**src/rtl/regfile_write_arbiter_pkg.sv**
```systemverilog
// Shared types for the register-file write arbiter: register/data widths and the
// buffered write request carried through the long-latency result FIFO.
package regfile_write_arbiter_pkg;

    localparam int REG_W    = 3;
    localparam int DATA_W   = 16;
    localparam int NUM_REGS = 1 << REG_W;

    typedef struct packed {
        logic [REG_W-1:0]  dst;
        logic [DATA_W-1:0] data;
    } wb_req_t;

    // One-hot register mask, all-zero when the event is not happening.
    function automatic logic [NUM_REGS-1:0] reg_mask(input logic [REG_W-1:0] idx,
                                                     input logic            en);
        logic [NUM_REGS-1:0] m;
        m = '0;
        if (en) begin
            m[idx] = 1'b1;
        end
        return m;
    endfunction

endpackage

```
**src/rtl/regfile_write_arbiter_if.sv**
```systemverilog
// Signal bundle between the pipeline (writeback, long-latency unit, decode) and
// the register-file write arbiter.
interface regfile_write_arbiter_if;
    import regfile_write_arbiter_pkg::*;

    logic                wb_write;
    logic [REG_W-1:0]    wb_reg;
    logic [DATA_W-1:0]   wb_data;
    logic                wb_stall;

    logic                mu_valid;
    logic                mu_ready;
    logic [REG_W-1:0]    mu_reg;
    logic [DATA_W-1:0]   mu_data;
    logic                mu_issue;
    logic [REG_W-1:0]    mu_issue_reg;

    logic [REG_W-1:0]    dec_ra;
    logic [REG_W-1:0]    dec_rb;
    logic [REG_W-1:0]    dec_rd;
    logic                hazard_stall;
    logic [NUM_REGS-1:0] pending;

    logic                rf_write;
    logic [REG_W-1:0]    rf_reg;
    logic [DATA_W-1:0]   rf_data;

    modport slave (
        input  wb_write, wb_reg, wb_data,
        input  mu_valid, mu_reg, mu_data, mu_issue, mu_issue_reg,
        input  dec_ra, dec_rb, dec_rd,
        output wb_stall, mu_ready, hazard_stall, pending,
        output rf_write, rf_reg, rf_data
    );

    modport master (
        output wb_write, wb_reg, wb_data,
        output mu_valid, mu_reg, mu_data, mu_issue, mu_issue_reg,
        output dec_ra, dec_rb, dec_rd,
        input  wb_stall, mu_ready, hazard_stall, pending,
        input  rf_write, rf_reg, rf_data
    );

endinterface

```
**src/rtl/regfile_write_arbiter_wb_result_fifo.sv**
```systemverilog
// Synchronous FIFO of pending long-latency register writes; FIFO_DEPTH must be a
// power of two so the pointers wrap naturally.
module wb_result_fifo
    import regfile_write_arbiter_pkg::*;
#(
    parameter int FIFO_DEPTH = 2
) (
    input  logic    clk,
    input  logic    reset,
    input  logic    push,
    input  wb_req_t push_req,
    input  logic    pop,
    output wb_req_t head_req,
    output logic    full,
    output logic    empty
);

    localparam int PTR_W = (FIFO_DEPTH > 1) ? $clog2(FIFO_DEPTH) : 1;
    localparam int CNT_W = $clog2(FIFO_DEPTH) + 1;

    wb_req_t          mem_p1 [FIFO_DEPTH];
    logic [PTR_W-1:0] wr_ptr;
    logic [PTR_W-1:0] rd_ptr;
    logic [CNT_W-1:0] count;
    logic             do_push;
    logic             do_pop;

    assign full     = (count == CNT_W'(FIFO_DEPTH));
    assign empty    = (count == '0);
    assign do_push  = push && !full;
    assign do_pop   = pop && !empty;
    assign head_req = mem_p1[rd_ptr];

    always_ff @(posedge clk) begin
        if (!reset) begin
            wr_ptr <= '0;
            rd_ptr <= '0;
            count  <= '0;
        end else begin
            if (do_push) begin
                wr_ptr <= wr_ptr + PTR_W'(1);
            end
            if (do_pop) begin
                rd_ptr <= rd_ptr + PTR_W'(1);
            end
            case ({do_push, do_pop})
                2'b10:   count <= count + CNT_W'(1);
                2'b01:   count <= count - CNT_W'(1);
                default: count <= count;
            endcase
        end
    end

    // ---- storage stage: data path is not reset ----
    always_ff @(posedge clk) begin
        if (do_push) begin
            mem_p1[wr_ptr] <= push_req;
        end
    end

endmodule

```
**src/rtl/regfile_write_arbiter.sv**
```systemverilog
// Register-file write-port arbiter: writeback has priority, long-latency results
// drain from a FIFO, with a starvation override. Optional WBARB_BYPASS_EN macro.
module regfile_write_arbiter
    import regfile_write_arbiter_pkg::*;
#(
    parameter int FIFO_DEPTH = 2,
    parameter int STARVE_MAX = 4
) (
    input  logic                    clk,
    input  logic                    reset,
    regfile_write_arbiter_if.slave  bus
);

    localparam int                STARVE_W   = $clog2(STARVE_MAX + 1);
    localparam logic [STARVE_W-1:0] STARVE_LIM = STARVE_W'(STARVE_MAX);

    wb_req_t             mu_req;
    wb_req_t             head_req;
    logic                full;
    logic                empty;
    logic                force_head;
    logic                wb_grant;
    logic                head_grant;
    logic                byp_grant;
    logic                push;
    logic [STARVE_W-1:0] starve_cnt;
    logic [NUM_REGS-1:0] pending_q;
    logic [NUM_REGS-1:0] set_mask;
    logic [NUM_REGS-1:0] clr_mask;

    assign mu_req.dst  = bus.mu_reg;
    assign mu_req.data = bus.mu_data;

    // All grants are qualified by reset so the outputs stay quiet while held.
    assign force_head = (starve_cnt == STARVE_LIM) && !empty;
    assign wb_grant   = reset && bus.wb_write && !force_head;
    assign head_grant = reset && !empty && !wb_grant;

`ifdef WBARB_BYPASS_EN
    assign byp_grant  = reset && bus.mu_valid && empty && !bus.wb_write;
`else
    assign byp_grant  = 1'b0;
`endif

    assign bus.mu_ready = reset && !full;
    assign bus.wb_stall = reset && bus.wb_write && force_head;
    assign push         = bus.mu_valid && bus.mu_ready && !byp_grant;

    wb_result_fifo #(
        .FIFO_DEPTH (FIFO_DEPTH)
    ) u_fifo (
        .clk      (clk),
        .reset    (reset),
        .push     (push),
        .push_req (mu_req),
        .pop      (head_grant),
        .head_req (head_req),
        .full     (full),
        .empty    (empty)
    );

    always_comb begin
        bus.rf_write = 1'b0;
        bus.rf_reg   = head_req.dst;
        bus.rf_data  = head_req.data;
        if (wb_grant) begin
            bus.rf_write = 1'b1;
            bus.rf_reg   = bus.wb_reg;
            bus.rf_data  = bus.wb_data;
        end else if (head_grant) begin
            bus.rf_write = 1'b1;
        end else if (byp_grant) begin
            bus.rf_write = 1'b1;
            bus.rf_reg   = mu_req.dst;
            bus.rf_data  = mu_req.data;
        end
    end

    // ---- starvation stage: counts cycles the FIFO head has been passed over ----
    always_ff @(posedge clk) begin
        if (!reset) begin
            starve_cnt <= '0;
        end else if (empty || head_grant) begin
            starve_cnt <= '0;
        end else if (starve_cnt != STARVE_LIM) begin
            starve_cnt <= starve_cnt + STARVE_W'(1);
        end
    end

    // ---- scoreboard stage: a new issue wins over a same-cycle retirement ----
    assign set_mask = reg_mask(bus.mu_issue_reg, bus.mu_issue);
    assign clr_mask = reg_mask(head_req.dst, head_grant) | reg_mask(mu_req.dst, byp_grant);

    always_ff @(posedge clk) begin
        if (!reset) begin
            pending_q <= '0;
        end else begin
            pending_q <= (pending_q & ~clr_mask) | set_mask;
        end
    end

    assign bus.pending      = pending_q;
    assign bus.hazard_stall = reset && (pending_q[bus.dec_ra] |
                                        pending_q[bus.dec_rb] |
                                        pending_q[bus.dec_rd]);

    // Re-issuing to a register is only legal if its older result retires this cycle.
    a_issue_not_pending : assert property (@(posedge clk) disable iff (!reset)
        bus.mu_issue |-> !(pending_q[bus.mu_issue_reg] && !clr_mask[bus.mu_issue_reg]));

    a_mu_hold_stable : assert property (@(posedge clk) disable iff (!reset)
        (bus.mu_valid && !bus.mu_ready) |=> ($stable(bus.mu_reg) && $stable(bus.mu_data)));

endmodule

```
**src/flat_wrapper.sv**
```systemverilog
// flat-port wrapper written by rule: the top's interface ports become plain ports
module regfile_write_arbiter_flat import regfile_write_arbiter_pkg::*;
#(
    parameter int FIFO_DEPTH = 2,
    parameter int STARVE_MAX = 4
)
  (clk, reset, bus_wb_write, bus_wb_reg, bus_wb_data, bus_mu_valid, bus_mu_reg, bus_mu_data, bus_mu_issue, bus_mu_issue_reg, bus_dec_ra, bus_dec_rb, bus_dec_rd, bus_wb_stall, bus_mu_ready, bus_hazard_stall, bus_pending, bus_rf_write, bus_rf_reg, bus_rf_data);
  regfile_write_arbiter_if bus_i ();
  input  logic clk;
  input  logic reset;
  input wire logic [$bits(bus_i.wb_write)-1:0] bus_wb_write;
  input wire logic [$bits(bus_i.wb_reg)-1:0] bus_wb_reg;
  input wire logic [$bits(bus_i.wb_data)-1:0] bus_wb_data;
  input wire logic [$bits(bus_i.mu_valid)-1:0] bus_mu_valid;
  input wire logic [$bits(bus_i.mu_reg)-1:0] bus_mu_reg;
  input wire logic [$bits(bus_i.mu_data)-1:0] bus_mu_data;
  input wire logic [$bits(bus_i.mu_issue)-1:0] bus_mu_issue;
  input wire logic [$bits(bus_i.mu_issue_reg)-1:0] bus_mu_issue_reg;
  input wire logic [$bits(bus_i.dec_ra)-1:0] bus_dec_ra;
  input wire logic [$bits(bus_i.dec_rb)-1:0] bus_dec_rb;
  input wire logic [$bits(bus_i.dec_rd)-1:0] bus_dec_rd;
  output wire logic [$bits(bus_i.wb_stall)-1:0] bus_wb_stall;
  output wire logic [$bits(bus_i.mu_ready)-1:0] bus_mu_ready;
  output wire logic [$bits(bus_i.hazard_stall)-1:0] bus_hazard_stall;
  output wire logic [$bits(bus_i.pending)-1:0] bus_pending;
  output wire logic [$bits(bus_i.rf_write)-1:0] bus_rf_write;
  output wire logic [$bits(bus_i.rf_reg)-1:0] bus_rf_reg;
  output wire logic [$bits(bus_i.rf_data)-1:0] bus_rf_data;
  assign bus_i.wb_write = bus_wb_write;
  assign bus_i.wb_reg = bus_wb_reg;
  assign bus_i.wb_data = bus_wb_data;
  assign bus_i.mu_valid = bus_mu_valid;
  assign bus_i.mu_reg = bus_mu_reg;
  assign bus_i.mu_data = bus_mu_data;
  assign bus_i.mu_issue = bus_mu_issue;
  assign bus_i.mu_issue_reg = bus_mu_issue_reg;
  assign bus_i.dec_ra = bus_dec_ra;
  assign bus_i.dec_rb = bus_dec_rb;
  assign bus_i.dec_rd = bus_dec_rd;
  assign bus_wb_stall = bus_i.wb_stall;
  assign bus_mu_ready = bus_i.mu_ready;
  assign bus_hazard_stall = bus_i.hazard_stall;
  assign bus_pending = bus_i.pending;
  assign bus_rf_write = bus_i.rf_write;
  assign bus_rf_reg = bus_i.rf_reg;
  assign bus_rf_data = bus_i.rf_data;
  regfile_write_arbiter #(.FIFO_DEPTH(FIFO_DEPTH), .STARVE_MAX(STARVE_MAX)) u_core (.clk(clk), .reset(reset), .bus(bus_i));
endmodule
```
**config.mk**
```make
export PLATFORM = sky130hd
export DESIGN_NAME = regfile_write_arbiter_flat
export DESIGN_NICKNAME = d
export VERILOG_FILES = /design/src/rtl/regfile_write_arbiter_pkg.sv /design/src/rtl/regfile_write_arbiter_if.sv /design/src/rtl/regfile_write_arbiter_wb_result_fifo.sv /design/src/rtl/regfile_write_arbiter.sv /design/src/flat_wrapper.sv
export SDC_FILE = /design/constraint.sdc
export NUM_CORES = 1
export LEC_CHECK = 0
export CELL_PAD_IN_SITES_DETAIL_PLACEMENT = 0
export CELL_PAD_IN_SITES_GLOBAL_PLACEMENT = 1
export CORE_MARGIN = 2
export CORE_UTILIZATION = 39
export CTS_BUF_LIST = sky130_fd_sc_hd__clkbuf_8
export DETAILED_ROUTE_END_ITERATION = 8
export PLACE_DENSITY = 0.86
export SYNTH_ARGS = -nofsm -noshare
export SYNTH_HDL_FRONTEND = slang
export SYNTH_SLANG_ARGS = --single-unit
export TNS_END_PERCENT = 50
```
**constraint.sdc**
```tcl
create_clock -name clk -period 3.1 [get_ports clk]
set_clock_uncertainty 0.1 [all_clocks]
set_input_delay 0.62 -clock clk [delete_from_list [all_inputs] [get_ports clk]]
set_output_delay 0.62 -clock clk [all_outputs]
set_load 0.02 [all_outputs]
```
==> results.yml <==
critical_path:
  r2r-end: "u_core.u_fifo.count[1]"
  cp_cell_sequence: "clkdlybuf4s50_1 > mux4_2 > a2111oi_4 > a31oi_1 > buf_2"
  arrival_ns: 2.31
  max_stage_delay_ns: 0.54
  worst-path-max-fanout: 2
  crit_type: "input port to output port"
  critPathCaptureType: "output port"
  start_kind: "input port"
  rrSetupSlack_ns: 1.06
  startpoint: "bus_dec_rd[0]"
  reg2reg_depth: 6
  critical_path.endpoint: "bus_hazard_stall"
  crit_required_ns: 2.38
  r2r_start: "u_core.u_fifo.count[0]"
  slowest_stage: "mux4_2"
finish:
  final_common_cell: "clkdlybuf4s50_1"
  fill_cells: 530
  fin_nets: 371
  drive_above_1_share_pct: 8.60
  multi_input_area_um2: 1030
  insertedDiodeCount: 0
  fin_cells: 391
  register_area_um2: 1460
  area_growth_pct: 45.0
  layout_common_cells: "66 x clkdlybuf4s50_1, 38 x edfxtp_1, 27 x a21oi_1, 25 x mux2i_1, 24 x nor2_1"
routing:
  routed_wl_mm: 5.51
  firstDrtPassIters: 4
  routedWlPerCell_um: 14.1
  vias: 1990
  drt_iter0_markers: 84
  drc: 0
  antenna_left: 0
  vias_per_cell: 5.09
yosys:
  synth.distinct_cells: 33
  ys_seq_area_share_pct: 57.4
  async_reset_ff_share_pct: 0
  yosys_warnings: 0
  syn-num-nets: 277
  netlist_area_um2: 2550
  syn_avg_cell_area_um2: 11.6
  synth_edf_count: 38
  synth_ff_type: "edfxtp_1"
  synth-seq-cells: 54
  netlist_instances: 219
min_path:
  hold_class: "register to register"
place:
  hpwl_mm: 4.18
  dp.cells: 383
  dp_slack_ns: -0.330
  io_buffers: 85
  routabilityCongestion: 0.851
cts:
  h-tree-depth: 2
  holdBufCountCts: 0
  cts_tree: "yes"
  path_clk_slew_ns: 0.09
  cts_inserted_buffers: 5
  clock-sinks: 54
  root_buffer: "clkbuf_8"
  clockBufferDepth: 2
  clkLatencyLatePin_ns: 0.30
floorplan:
  io_pins: 86
  die_area_um2: 7190
  core_um2: 6350
  die_w_um: 84.8
  initial_core_util_pct: 40.1
  core.rowCount: 29
  die_h_um: 84.8
sta:
  worst_pin_slew_ns: 0.502
  fmax_mhz: 330
  setup_ws_ns: 0.0681
  setup-violations-final: 0
  rsz0062_at_grt: "no"
  max-slew-margin-rel_pct: 66.4
  min_period_ns: 3.03
  hold_viol_final: 0
  setup_tns_ns: 0
  period_share_pct: 97.8
  hold_ws_ns: 0.427
  slew_viol_final: 0
global_route:
  grt_max_degree: 41
  grt_pass1_vias: 1972
  antenna_found_initial: 0
  grt.overflow.total: 0
  grt_pass1_wl_mm: 8.87
  grt.total_usage_pct: 15.4
power:
  max-vdd-ir-drop_uv: 358
  p_leak_nw: 1.41
  power_density_nw_per_um2: 450
  p_total_mw: 1.66
job:
  drv_cap: 0
status:
  run_status: "complete, no violations"
stage by stage:
step / util [%] / area (um^2)
2_1_floorplan: - / 2550
3_3_place_gp: 55.9 / 3550
3_5_place_dp: 55.9 / 3550
4_1_cts: 57.4 / 3650
5_1_grt: 58.1 / 3690
6_report: 58.1 / 3690
metal layers:
metal	share of wire [%]	global-route usage (%)	routed length (um)
met1	43	19.6	2360
met3	5.8	3.93	318
met2	51	26.7	2790
met4	0.69	3.46	38
met5	0	0	0
power breakdown:
group	switching, mW	internal [mW]	leakage [nW]
sequential	0.0290	0.816	0.479
combinational	0.208	0.227	0.889
clock	0.221	0.159	0.0458
registers in the layout, summed over array words and instances, names as in the netlist, named ones only:
register,cells
u_core.u_fifo.count,2
u_core.u_fifo.mem_p1,38
u_core.starve_cnt,3
u_core.bus.pending,8
u_core.u_fifo.rd_ptr,1
u_core.u_fifo.wr_ptr,1
synthesized netlist by cell type, drive strengths merged, types with 3 or more instances:
cell / n / area [um^2]
xnor2: 4 / 35.0
dfxtp: 16 / 320
mux4: 4 / 90.1
nor2: 26 / 97.6
clkbuf: 3 / 12.5
a21oi: 27 / 135
nand3: 5 / 25.0
and3b: 3 / 26.3
edfxtp: 38 / 1140
inv: 6 / 22.5
mux2i: 25 / 250
o21ai: 16 / 80.1
nor2b: 3 / 18.8
ha: 3 / 37.5
buf: 7 / 40.0
nor3: 5 / 25.0
nand2: 7 / 26.3
nor3b: 4 / 30.0
o21a: 3 / 22.5
timing repair:
item / 4_1_cts / 5_1_grt
gates resized for setup: 6 / 18
setup buffers: 0 / 0
cloned: 0 / 0
endpoints found under the setup margin: 1 / 18
final cells by class:
| type | instances | area share [%] |
|---|---|---|
| Clock buffer | 5 | 1.86 |
| Clock inverter | 3 | 0.576 |
| Inverter | 6 | 0.610 |
| Multi-Input combinational cell | 149 | 27.8 |
| Sequential cell | 54 | 39.6 |
| Tap cell | 77 | 2.61 |
| Timing Repair Buffer | 97 | 26.9 |
worst min-delay path by stage:
| stage | start | end | slack (ns) | cells past startpoint |
|---|---|---|---|---|
| detailed placement | u_core.u_fifo.rd_ptr | u_core.u_fifo.rd_ptr | 0.41 | 2 |
| CTS | u_core.u_fifo.rd_ptr | u_core.u_fifo.rd_ptr | 0.43 | 2 |
| global route | u_core.u_fifo.rd_ptr | u_core.u_fifo.rd_ptr | 0.44 | 2 |
| global placement | u_core.u_fifo.rd_ptr | u_core.u_fifo.rd_ptr | 0.40 | 2 |
| floorplan | u_core.u_fifo.rd_ptr | register | 0.38 | 2 |
| finish | u_core.u_fifo.rd_ptr | u_core.u_fifo.rd_ptr | 0.43 | 2 |
logic make-up after synthesis:
group | Yosys count | share of synthesized area [%]
buffers and inverters | 16 | 2.95
multiplexers | 29 | 13.4
flip-flops | 54 | 57.4
AND/OR/NAND/NOR | 58 | 11.1
XOR/XNOR | 5 | 1.72
adder cells (fa/ha/maj) | 3 | 1.47
AO/OA/AOI/OAI | 54 | 12.0
critical path, delay by kind of cell:
family          cells  cell delay (ns)
buf+inv             2             0.67
compound gates      2             0.48
mux                 1             0.54
No activity file was read; power rests on OpenSTA's default activity.
